<file path="src/rtl/alu_div_pkg.sv">
// Shared constants for the sequential restoring divider.
package alu_div_pkg;
    localparam int unsigned DIV_WIDTH = 16;
    localparam int unsigned DIV_CNT_W = $clog2(DIV_WIDTH);
    localparam logic [DIV_WIDTH-1:0] DIV0_QUOTIENT = '1;

    localparam logic [1:0] ST_IDLE  = 2'd0;
    localparam logic [1:0] ST_RUN   = 2'd1;
    localparam logic [1:0] ST_FIXUP = 2'd2;
    localparam logic [1:0] ST_DONE  = 2'd3;
endpackage

</file>
<file path="src/rtl/seq_divider_if.sv">
// Start/busy/done handshake and operand/result bus of the divider.
interface seq_divider_if
    import alu_div_pkg::*;
#(
    parameter int unsigned WIDTH = DIV_WIDTH
);
    logic             start;
    logic             signed_op;
    logic [WIDTH-1:0] dividend;
    logic [WIDTH-1:0] divisor;
    logic [WIDTH-1:0] quotient;
    logic [WIDTH-1:0] remainder;
    logic             busy;
    logic             done;
    logic             div_by_zero;
    logic             overflow;

    modport master (
        output start, signed_op, dividend, divisor,
        input  quotient, remainder, busy, done, div_by_zero, overflow
    );

    modport slave (
        input  start, signed_op, dividend, divisor,
        output quotient, remainder, busy, done, div_by_zero, overflow
    );
endinterface

</file>
<file path="src/rtl/div_trial_sub.sv">
// One restoring-division step: trial subtract of the divisor from the shifted remainder.
module div_trial_sub #(
    parameter int unsigned WIDTH = 16
) (
    input  logic [WIDTH:0]   shifted,
    input  logic [WIDTH-1:0] divisor,
    output logic [WIDTH-1:0] diff,
    output logic             nonneg
);
    // A non-negative trial always fits in WIDTH bits because rem < divisor on entry.
    assign nonneg = (shifted >= {1'b0, divisor});
    assign diff   = WIDTH'(shifted - {1'b0, divisor});
endmodule

</file>
<file path="src/rtl/seq_divider.sv">
// Multi-cycle signed/unsigned restoring divider with start/busy/done handshake.
module seq_divider
    import alu_div_pkg::*;
#(
    parameter int unsigned WIDTH = DIV_WIDTH
) (
    input  logic        clk,
    input  logic        rst,
    seq_divider_if.slave bus
);
    localparam int unsigned CW = $clog2(WIDTH);

    function automatic logic [WIDTH-1:0] neg2c(input logic [WIDTH-1:0] x);
        return ~x + WIDTH'(1);
    endfunction

    logic [1:0]       state, state_d;
    logic [CW-1:0]    cnt, cnt_d;
    logic [WIDTH-1:0] rem, rem_d;
    logic [WIDTH-1:0] quo, quo_d;
    logic [WIDTH-1:0] abs_div, abs_div_d;
    logic [WIDTH-1:0] dvd_raw, dvd_raw_d;
    logic             neg_q, neg_q_d;
    logic             neg_r, neg_r_d;
    logic             ovf_pend, ovf_pend_d;
    logic             div0_pend, div0_pend_d;

    logic [WIDTH-1:0] quotient_q, quotient_d;
    logic [WIDTH-1:0] remainder_q, remainder_d;
    logic             busy_q, busy_d;
    logic             done_q, done_d;
    logic             dbz_q, dbz_d;
    logic             ovf_q, ovf_d;

    logic [WIDTH:0]   shifted;
    logic [WIDTH-1:0] trial;
    logic             trial_ok;
    logic             a_neg, b_neg;

    assign shifted = {rem, quo[WIDTH-1]};

    div_trial_sub #(.WIDTH(WIDTH)) u_trial (
        .shifted (shifted),
        .divisor (abs_div),
        .diff    (trial),
        .nonneg  (trial_ok)
    );

    assign a_neg = bus.signed_op & bus.dividend[WIDTH-1];
    assign b_neg = bus.signed_op & bus.divisor[WIDTH-1];

    // Next-state and next-output logic.
    always_comb begin
        state_d     = state;
        cnt_d       = cnt;
        rem_d       = rem;
        quo_d       = quo;
        abs_div_d   = abs_div;
        dvd_raw_d   = dvd_raw;
        neg_q_d     = neg_q;
        neg_r_d     = neg_r;
        ovf_pend_d  = ovf_pend;
        div0_pend_d = div0_pend;
        quotient_d  = quotient_q;
        remainder_d = remainder_q;
        busy_d      = busy_q;
        done_d      = 1'b0;
        dbz_d       = dbz_q;
        ovf_d       = ovf_q;

        case (state)
            ST_IDLE: begin
                if (bus.start) begin
                    busy_d      = 1'b1;
                    dbz_d       = 1'b0;
                    ovf_d       = 1'b0;
                    rem_d       = '0;
                    quo_d       = a_neg ? neg2c(bus.dividend) : bus.dividend;
                    abs_div_d   = b_neg ? neg2c(bus.divisor) : bus.divisor;
                    dvd_raw_d   = bus.dividend;
                    neg_q_d     = a_neg ^ b_neg;
                    neg_r_d     = a_neg;
                    ovf_pend_d  = bus.signed_op && (bus.dividend == {1'b1, {(WIDTH-1){1'b0}}})
                                  && (bus.divisor == {WIDTH{1'b1}});
                    div0_pend_d = (bus.divisor == '0);
                    cnt_d       = CW'(WIDTH - 1);
                    // Divide-by-zero still takes one busy cycle so results load at a single point.
                    state_d     = (bus.divisor == '0) ? ST_FIXUP : ST_RUN;
                end
            end
            ST_RUN: begin
                rem_d = trial_ok ? trial : shifted[WIDTH-1:0];
                quo_d = {quo[WIDTH-2:0], trial_ok};
                if (cnt == '0) begin
                    state_d = ST_FIXUP;
                end else begin
                    cnt_d = cnt - CW'(1);
                end
            end
            ST_FIXUP: begin
                if (div0_pend) begin
                    quotient_d  = WIDTH'(DIV0_QUOTIENT);
                    remainder_d = dvd_raw;
                    dbz_d       = 1'b1;
                end else begin
                    quotient_d  = neg_q ? neg2c(quo) : quo;
                    remainder_d = neg_r ? neg2c(rem) : rem;
                    ovf_d       = ovf_pend;
                end
                busy_d  = 1'b0;
                done_d  = 1'b1;
                state_d = ST_DONE;
            end
            default: begin
                state_d = ST_IDLE;
            end
        endcase
    end

    always_ff @(posedge clk) begin
        if (rst) begin
            state       <= ST_IDLE;
            cnt         <= '0;
            rem         <= '0;
            quo         <= '0;
            abs_div     <= '0;
            dvd_raw     <= '0;
            neg_q       <= 1'b0;
            neg_r       <= 1'b0;
            ovf_pend    <= 1'b0;
            div0_pend   <= 1'b0;
            quotient_q  <= '0;
            remainder_q <= '0;
            busy_q      <= 1'b0;
            done_q      <= 1'b0;
            dbz_q       <= 1'b0;
            ovf_q       <= 1'b0;
        end else begin
            state       <= state_d;
            cnt         <= cnt_d;
            rem         <= rem_d;
            quo         <= quo_d;
            abs_div     <= abs_div_d;
            dvd_raw     <= dvd_raw_d;
            neg_q       <= neg_q_d;
            neg_r       <= neg_r_d;
            ovf_pend    <= ovf_pend_d;
            div0_pend   <= div0_pend_d;
            quotient_q  <= quotient_d;
            remainder_q <= remainder_d;
            busy_q      <= busy_d;
            done_q      <= done_d;
            dbz_q       <= dbz_d;
            ovf_q       <= ovf_d;
        end
    end

    assign bus.quotient    = quotient_q;
    assign bus.remainder   = remainder_q;
    assign bus.busy        = busy_q;
    assign bus.done        = done_q;
    assign bus.div_by_zero = dbz_q;
    assign bus.overflow    = ovf_q;
endmodule

</file>
<file path="src/flat_wrapper.sv">
// flat-port wrapper written by rule: the top's interface ports become plain ports
module seq_divider_flat import alu_div_pkg::*;
#(
    parameter int unsigned WIDTH = DIV_WIDTH
)
  (clk, rst, bus_start, bus_signed_op, bus_dividend, bus_divisor, bus_quotient, bus_remainder, bus_busy, bus_done, bus_div_by_zero, bus_overflow);
  seq_divider_if #(.WIDTH(WIDTH)) bus_i ();
  input  logic clk;
  input  logic rst;
  input wire logic [$bits(bus_i.start)-1:0] bus_start;
  input wire logic [$bits(bus_i.signed_op)-1:0] bus_signed_op;
  input wire logic [$bits(bus_i.dividend)-1:0] bus_dividend;
  input wire logic [$bits(bus_i.divisor)-1:0] bus_divisor;
  output wire logic [$bits(bus_i.quotient)-1:0] bus_quotient;
  output wire logic [$bits(bus_i.remainder)-1:0] bus_remainder;
  output wire logic [$bits(bus_i.busy)-1:0] bus_busy;
  output wire logic [$bits(bus_i.done)-1:0] bus_done;
  output wire logic [$bits(bus_i.div_by_zero)-1:0] bus_div_by_zero;
  output wire logic [$bits(bus_i.overflow)-1:0] bus_overflow;
  assign bus_i.start = bus_start;
  assign bus_i.signed_op = bus_signed_op;
  assign bus_i.dividend = bus_dividend;
  assign bus_i.divisor = bus_divisor;
  assign bus_quotient = bus_i.quotient;
  assign bus_remainder = bus_i.remainder;
  assign bus_busy = bus_i.busy;
  assign bus_done = bus_i.done;
  assign bus_div_by_zero = bus_i.div_by_zero;
  assign bus_overflow = bus_i.overflow;
  seq_divider #(.WIDTH(WIDTH)) u_core (.clk(clk), .rst(rst), .bus(bus_i));
endmodule
</file>
<file path="config.mk">
export PLATFORM = sky130hd
export DESIGN_NAME = seq_divider_flat
export DESIGN_NICKNAME = d
export VERILOG_FILES = /design/src/rtl/alu_div_pkg.sv /design/src/rtl/seq_divider_if.sv /design/src/rtl/div_trial_sub.sv /design/src/rtl/seq_divider.sv /design/src/flat_wrapper.sv
export SDC_FILE = /design/constraint.sdc
export NUM_CORES = 1
export LEC_CHECK = 0
export BUFFER_PORTS_ARGS = -buffer_cell sky130_fd_sc_hd__buf_2
export CAP_MARGIN = 15
export CORE_MARGIN = 5
export CORE_UTILIZATION = 45
export CTS_BUF_LIST = sky130_fd_sc_hd__clkbuf_8 sky130_fd_sc_hd__clkbuf_16
export DETAILED_ROUTE_END_ITERATION = 10
export GPL_TIMING_DRIVEN = 0
export PLACE_DENSITY_LB_ADDON = 0.05
export SYNTH_ARGS = -nofsm -noshare
export SYNTH_HDL_FRONTEND = slang
export SYNTH_SLANG_ARGS = --single-unit
</file>
<file path="constraint.sdc">
create_clock -name clk -period 4.1 [get_ports clk]
set_clock_uncertainty 0.2 [all_clocks]
set_input_delay 0 -clock clk [delete_from_list [all_inputs] [get_ports clk]]
set_output_delay 0 -clock clk [all_outputs]
set_load 0.005 [all_outputs]
</file>
==> run summary <==
Synth
• **Mapped Nets** 937
• **ranking of synthesized cells by instance count** sky130_fd_sc_hd__nand2_1 (128), sky130_fd_sc_hd__dfxtp_1 (110), sky130_fd_sc_hd__nor2_1 (75)
• **dominant cells by area after synthesis** sky130_fd_sc_hd__dfxtp_1 (33%), sky130_fd_sc_hd__nand2_1 (7.1%), sky130_fd_sc_hd__a21oi_1 (5.1%), sky130_fd_sc_hd__ha_1 (4.8%), sky130_fd_sc_hd__xnor2_1 (4.3%)
• **cell with the most instances after synthesis** sky130_fd_sc_hd__nand2_1
• **gate count of the mapped netlist** 874
• **Yosys cell types** 62
• **average instance area after synthesis** 7.69 sq um
• **Synth warnings** 0
• **Post-Syn Area** 6720 sq um
• **number of flops mapped to enable cells by yosys** 0
• **register bit count reported by yosys** 110
• **Primary FF master, synth** sky130_fd_sc_hd__dfxtp_1
• **Yosys top cell area share** 32.8%
• **asr flop ratio synth** 0%
• **dominant cell type by area after synthesis** sky130_fd_sc_hd__dfxtp_1
• **portion of the post-synthesis area used by sequential elements** 32.8%

Setup path
• **worst-path cell chain** inv_1, ha_1, clkbuf_1, inv_1, o21ai_1, nor2_1, clkbuf_1, a221o_1
• **Critical path buffers and inverters** 4
• **worst-path fanout max** 10
• **r2r setup slk** 950 ps
• **highest-delay cell along the critical path** sky130_fd_sc_hd__o21ai_1
• **CP required** 4160 ps
• **reg-to-reg startpoint** u_core.state[1]$_SDFFE_PP0P_
• **kind of start point of the critical path** register
• **worst reg2reg endpoint** u_core.rem[4]$_SDFFE_PP0P_
• **worst reg-to-reg path cell count** 8
• **Arr. time, crit path** 3210 ps
• **type of element capturing the critical path** register
• **worst setup path category** register to register
• **crit-path leading delay family** compound AO/OA/AOI/OAI gates
• **highest cell delay on the worst timing path** 660 ps

Clock network
• **CTS H-tree depth** 3
• **clock network latency to the later pin of the worst-skew pair** 360 ps
• **count of buffers added by post-CTS timing repair for setup** 0
• **TritonCTS clock tree** done
• **master cell of the clock root buffer** sky130_fd_sc_hd__clkbuf_16
• **number of buffers added by the clock tree synthesis step** 9
• **worst-case clock buffer depth** 2
• **sinks on the clock net** 110
• **clock edge transition at the registers on the reported setup and hold paths** 80 ps

Timing
• **shortest clock period the worst path allows after layout** 3150 ps
• **Total Negative Setup Slacks** 0 ps
• **Slew HR** 39.0%
• **setup repair after global routing missed its margin** false
• **count of endpoints failing setup in the final report** 0
• **actual slew at the worst max-slew pin** 907 ps
• **ratio of final minimum period to clock period** 76.9%
• **number of pins exceeding their max-slew limit in the final report** 0
• **Max Clk Rate** 317 MHz
• **Hold Vio Cnt, Final** 0

Pwr
• **total power density per cell area** 544 nW/um^2
• **Net Sw Power** 0.00188 W
• **Clock Power Share** 19.8%
• **worst vdd ir** 0.247 mV
• **portion of total power attributed to combinational logic** 46.4%
• **portion of total power attributed to sequential cells** 33.8%
• **P_int** 0.00248 W
• **Sw Ratio** 43.1%
• **P_leak** 3.18 nW

Die
• **area enclosed by the die boundary** 17500 sq um
• **count of boundary I/O pins** 72
• **Die X** 132 um
• **Die Y-Extent** 132 um
• **CORE AREA** 14600 sq um
• **initial core utilization** 46.1%
• **row cnt** 44

Routing
• **routed wire length** 21.2 mm
• **violation count after the first detailed-routing iteration** 534
• **via total after detailed routing** 6721
• **post-detailed-route count of antenna-violating nets** 0
• **DR pass1 iterations** 5
• **routed via count divided by cell count** 5.67
• **WL/cell** 17.9 um
• **DRC violation count after routing** 0

Cells and area
• **count of filler cells inserted in the layout** 1426
• **final design utilization** 54.9%
• **Final nets** 1060
• **number of diodes** 0
• **register area** 2200 sq um
• **area of all placed cells without fillers** 8000 sq um
• **Multi-input gate area** 4130 sq um
• **Area Overhead vs Synth** 19.1%
• **layout cell share with drive strength beyond 1** 11.1%

Place
• **routability congestion estimate** 0.889
• **placed instance area** 7300 sq um
• **IO buf count** 70
• **HPWL Detailed** 16.1 mm

Global route
• **wire length of the first global-routing pass** 33.7 mm
• **antenna violations before repair** 0
• **via count of the first global-routing pass** 6231
• **final global-route overflow total** 0
• **Global Route Usage Sum** 23.7%
• **pin count of the biggest net entering global routing** 20

Flow run
• **max-cap check violation count** 0

Run status
• **run status** complete, no violations

Worst hold path
• **WHS Endpoint** u_core.dvd_raw[4]$_SDFFE_PP0P_
• **startpoint of the most critical hold path** u_core.dvd_raw[4]$_SDFFE_PP0P_
• **Hold WC Path Type** register to register
• **worst hold path depth** 2

-- cells in the final DEF, fill, tap and decap left out, types with 13 or more instances in the layout --
| cell type | instances |
|---|---|
| sky130_fd_sc_hd__clkbuf_1 | 41 |
| sky130_fd_sc_hd__xnor2_1 | 33 |
| sky130_fd_sc_hd__a211oi_1 | 19 |
| sky130_fd_sc_hd__nand3_1 | 13 |
| sky130_fd_sc_hd__o211ai_1 | 15 |
| sky130_fd_sc_hd__nand2_1 | 128 |
| sky130_fd_sc_hd__ha_1 | 26 |
| sky130_fd_sc_hd__o22ai_1 | 14 |
| sky130_fd_sc_hd__o21ai_0 | 56 |
| sky130_fd_sc_hd__a21oi_1 | 68 |
| sky130_fd_sc_hd__nand2b_1 | 20 |
| sky130_fd_sc_hd__nor2_1 | 75 |
| sky130_fd_sc_hd__buf_2 | 72 |
| sky130_fd_sc_hd__xor2_1 | 32 |
| sky130_fd_sc_hd__dfxtp_1 | 110 |
| sky130_fd_sc_hd__nor3_1 | 15 |
| sky130_fd_sc_hd__inv_1 | 43 |
| sky130_fd_sc_hd__o31ai_1 | 21 |
| sky130_fd_sc_hd__dlygate4sd3_1 | 42 |
-- power by group through the flow --
stage          clock network [W]  registers, W  logic (W)
2_1_floorplan                  0       0.00144    0.00142
3_3_place_gp                   0       0.00149    0.00196
3_5_place_dp                   0       0.00149    0.00196
4_1_cts                 0.000873       0.00147    0.00201
5_1_grt                 0.000918       0.00150    0.00225
6_report                0.000862       0.00147    0.00202
-- worst register-to-register path, cell delays in order, from the launching register on --
cell                       delay, ps
sky130_fd_sc_hd__dfxtp_1         360
sky130_fd_sc_hd__inv_1           110
sky130_fd_sc_hd__ha_1            140
sky130_fd_sc_hd__clkbuf_1        390
sky130_fd_sc_hd__inv_1           170
sky130_fd_sc_hd__o21ai_1         660
sky130_fd_sc_hd__nor2_1          250
sky130_fd_sc_hd__clkbuf_1        340
sky130_fd_sc_hd__a221o_1         420
-- routing by layer --
metal	global-route usage [%]	part of all wire (%)	up-vias
met4	8.77	3.1	0
li1	-	-	3351
met5	0	0	-
met2	38.0	45	203
met1	32.0	46	3131
met3	4.31	5.7	36
-- area by class of cell --
class                           instances  share of cell area (%)
Inverter                               42                    1.97
Tap cell                              184                    2.88
Multi-Input combinational cell        669                    51.6
Sequential cell                       110                    27.5
Timing Repair Buffer                  112                    9.63
Clock buffer                            9                    2.81
Clock inverter                          7                   0.688
Buffer                                 53                    2.95
-- what timing repair did --
action                    CTS  global route
gates resized for setup     0             0
hold buffers               42             0
hold endpoints to repair   54             0
-- how the worst max path moves through the flow --
stage / start / endpoint / cells after the start
after floorplan: u_core.rem[9]$_SDFFE_PP0P_ / u_core.rem[14]$_SDFFE_PP0P_ / 9
after global placement: u_core.state[1]$_SDFFE_PP0P_ / u_core.rem[4]$_SDFFE_PP0P_ / 8
after detailed placement: u_core.state[1]$_SDFFE_PP0P_ / u_core.rem[4]$_SDFFE_PP0P_ / 8
after CTS: u_core.state[1]$_SDFFE_PP0P_ / u_core.rem[4]$_SDFFE_PP0P_ / 8
after global routing: u_core.state[1]$_SDFFE_PP0P_ / u_core.rem[4]$_SDFFE_PP0P_ / 8
final: u_core.state[1]$_SDFFE_PP0P_ / u_core.rem[4]$_SDFFE_PP0P_ / 8
-- flip-flops by register name, indices dropped and copies added (netlist names) --
signal and count:
u_core.bus.busy 1, u_core.bus.quotient 16, u_core.bus.div_by_zero 1, u_core.ovf_pend 1, u_core.quo 16, u_core.neg_r 1
u_core.bus.overflow 1, u_core.state 2, u_core.bus.done 1, u_core.neg_q 1, u_core.div0_pend 1, u_core.rem 16
u_core.bus.remainder 16, u_core.abs_div 16, u_core.dvd_raw 16, u_core.cnt 4
-- cells by family after synthesis --
family	synth area share, %
simple gates	21.4
compound gates	24.8
flops	32.8
buf+inv	5.86
xor+xnor	8.47
fa+ha+maj	5.14
mux	1.49
-- metrics by stage --
stage	power [W]	setup slack [ps]	instances	hold WS, ps
after floorplan	0.00286	1560	874	-64.0
after global placement	0.00345	985	1128	91.5
after detailed placement	0.00345	975	1128	91.5
after CTS	0.00435	959	1186	254
after global routing	0.00467	701	1186	285
final	0.00436	947	1186	255
Note: power is estimated with default switching activity, not from simulation.
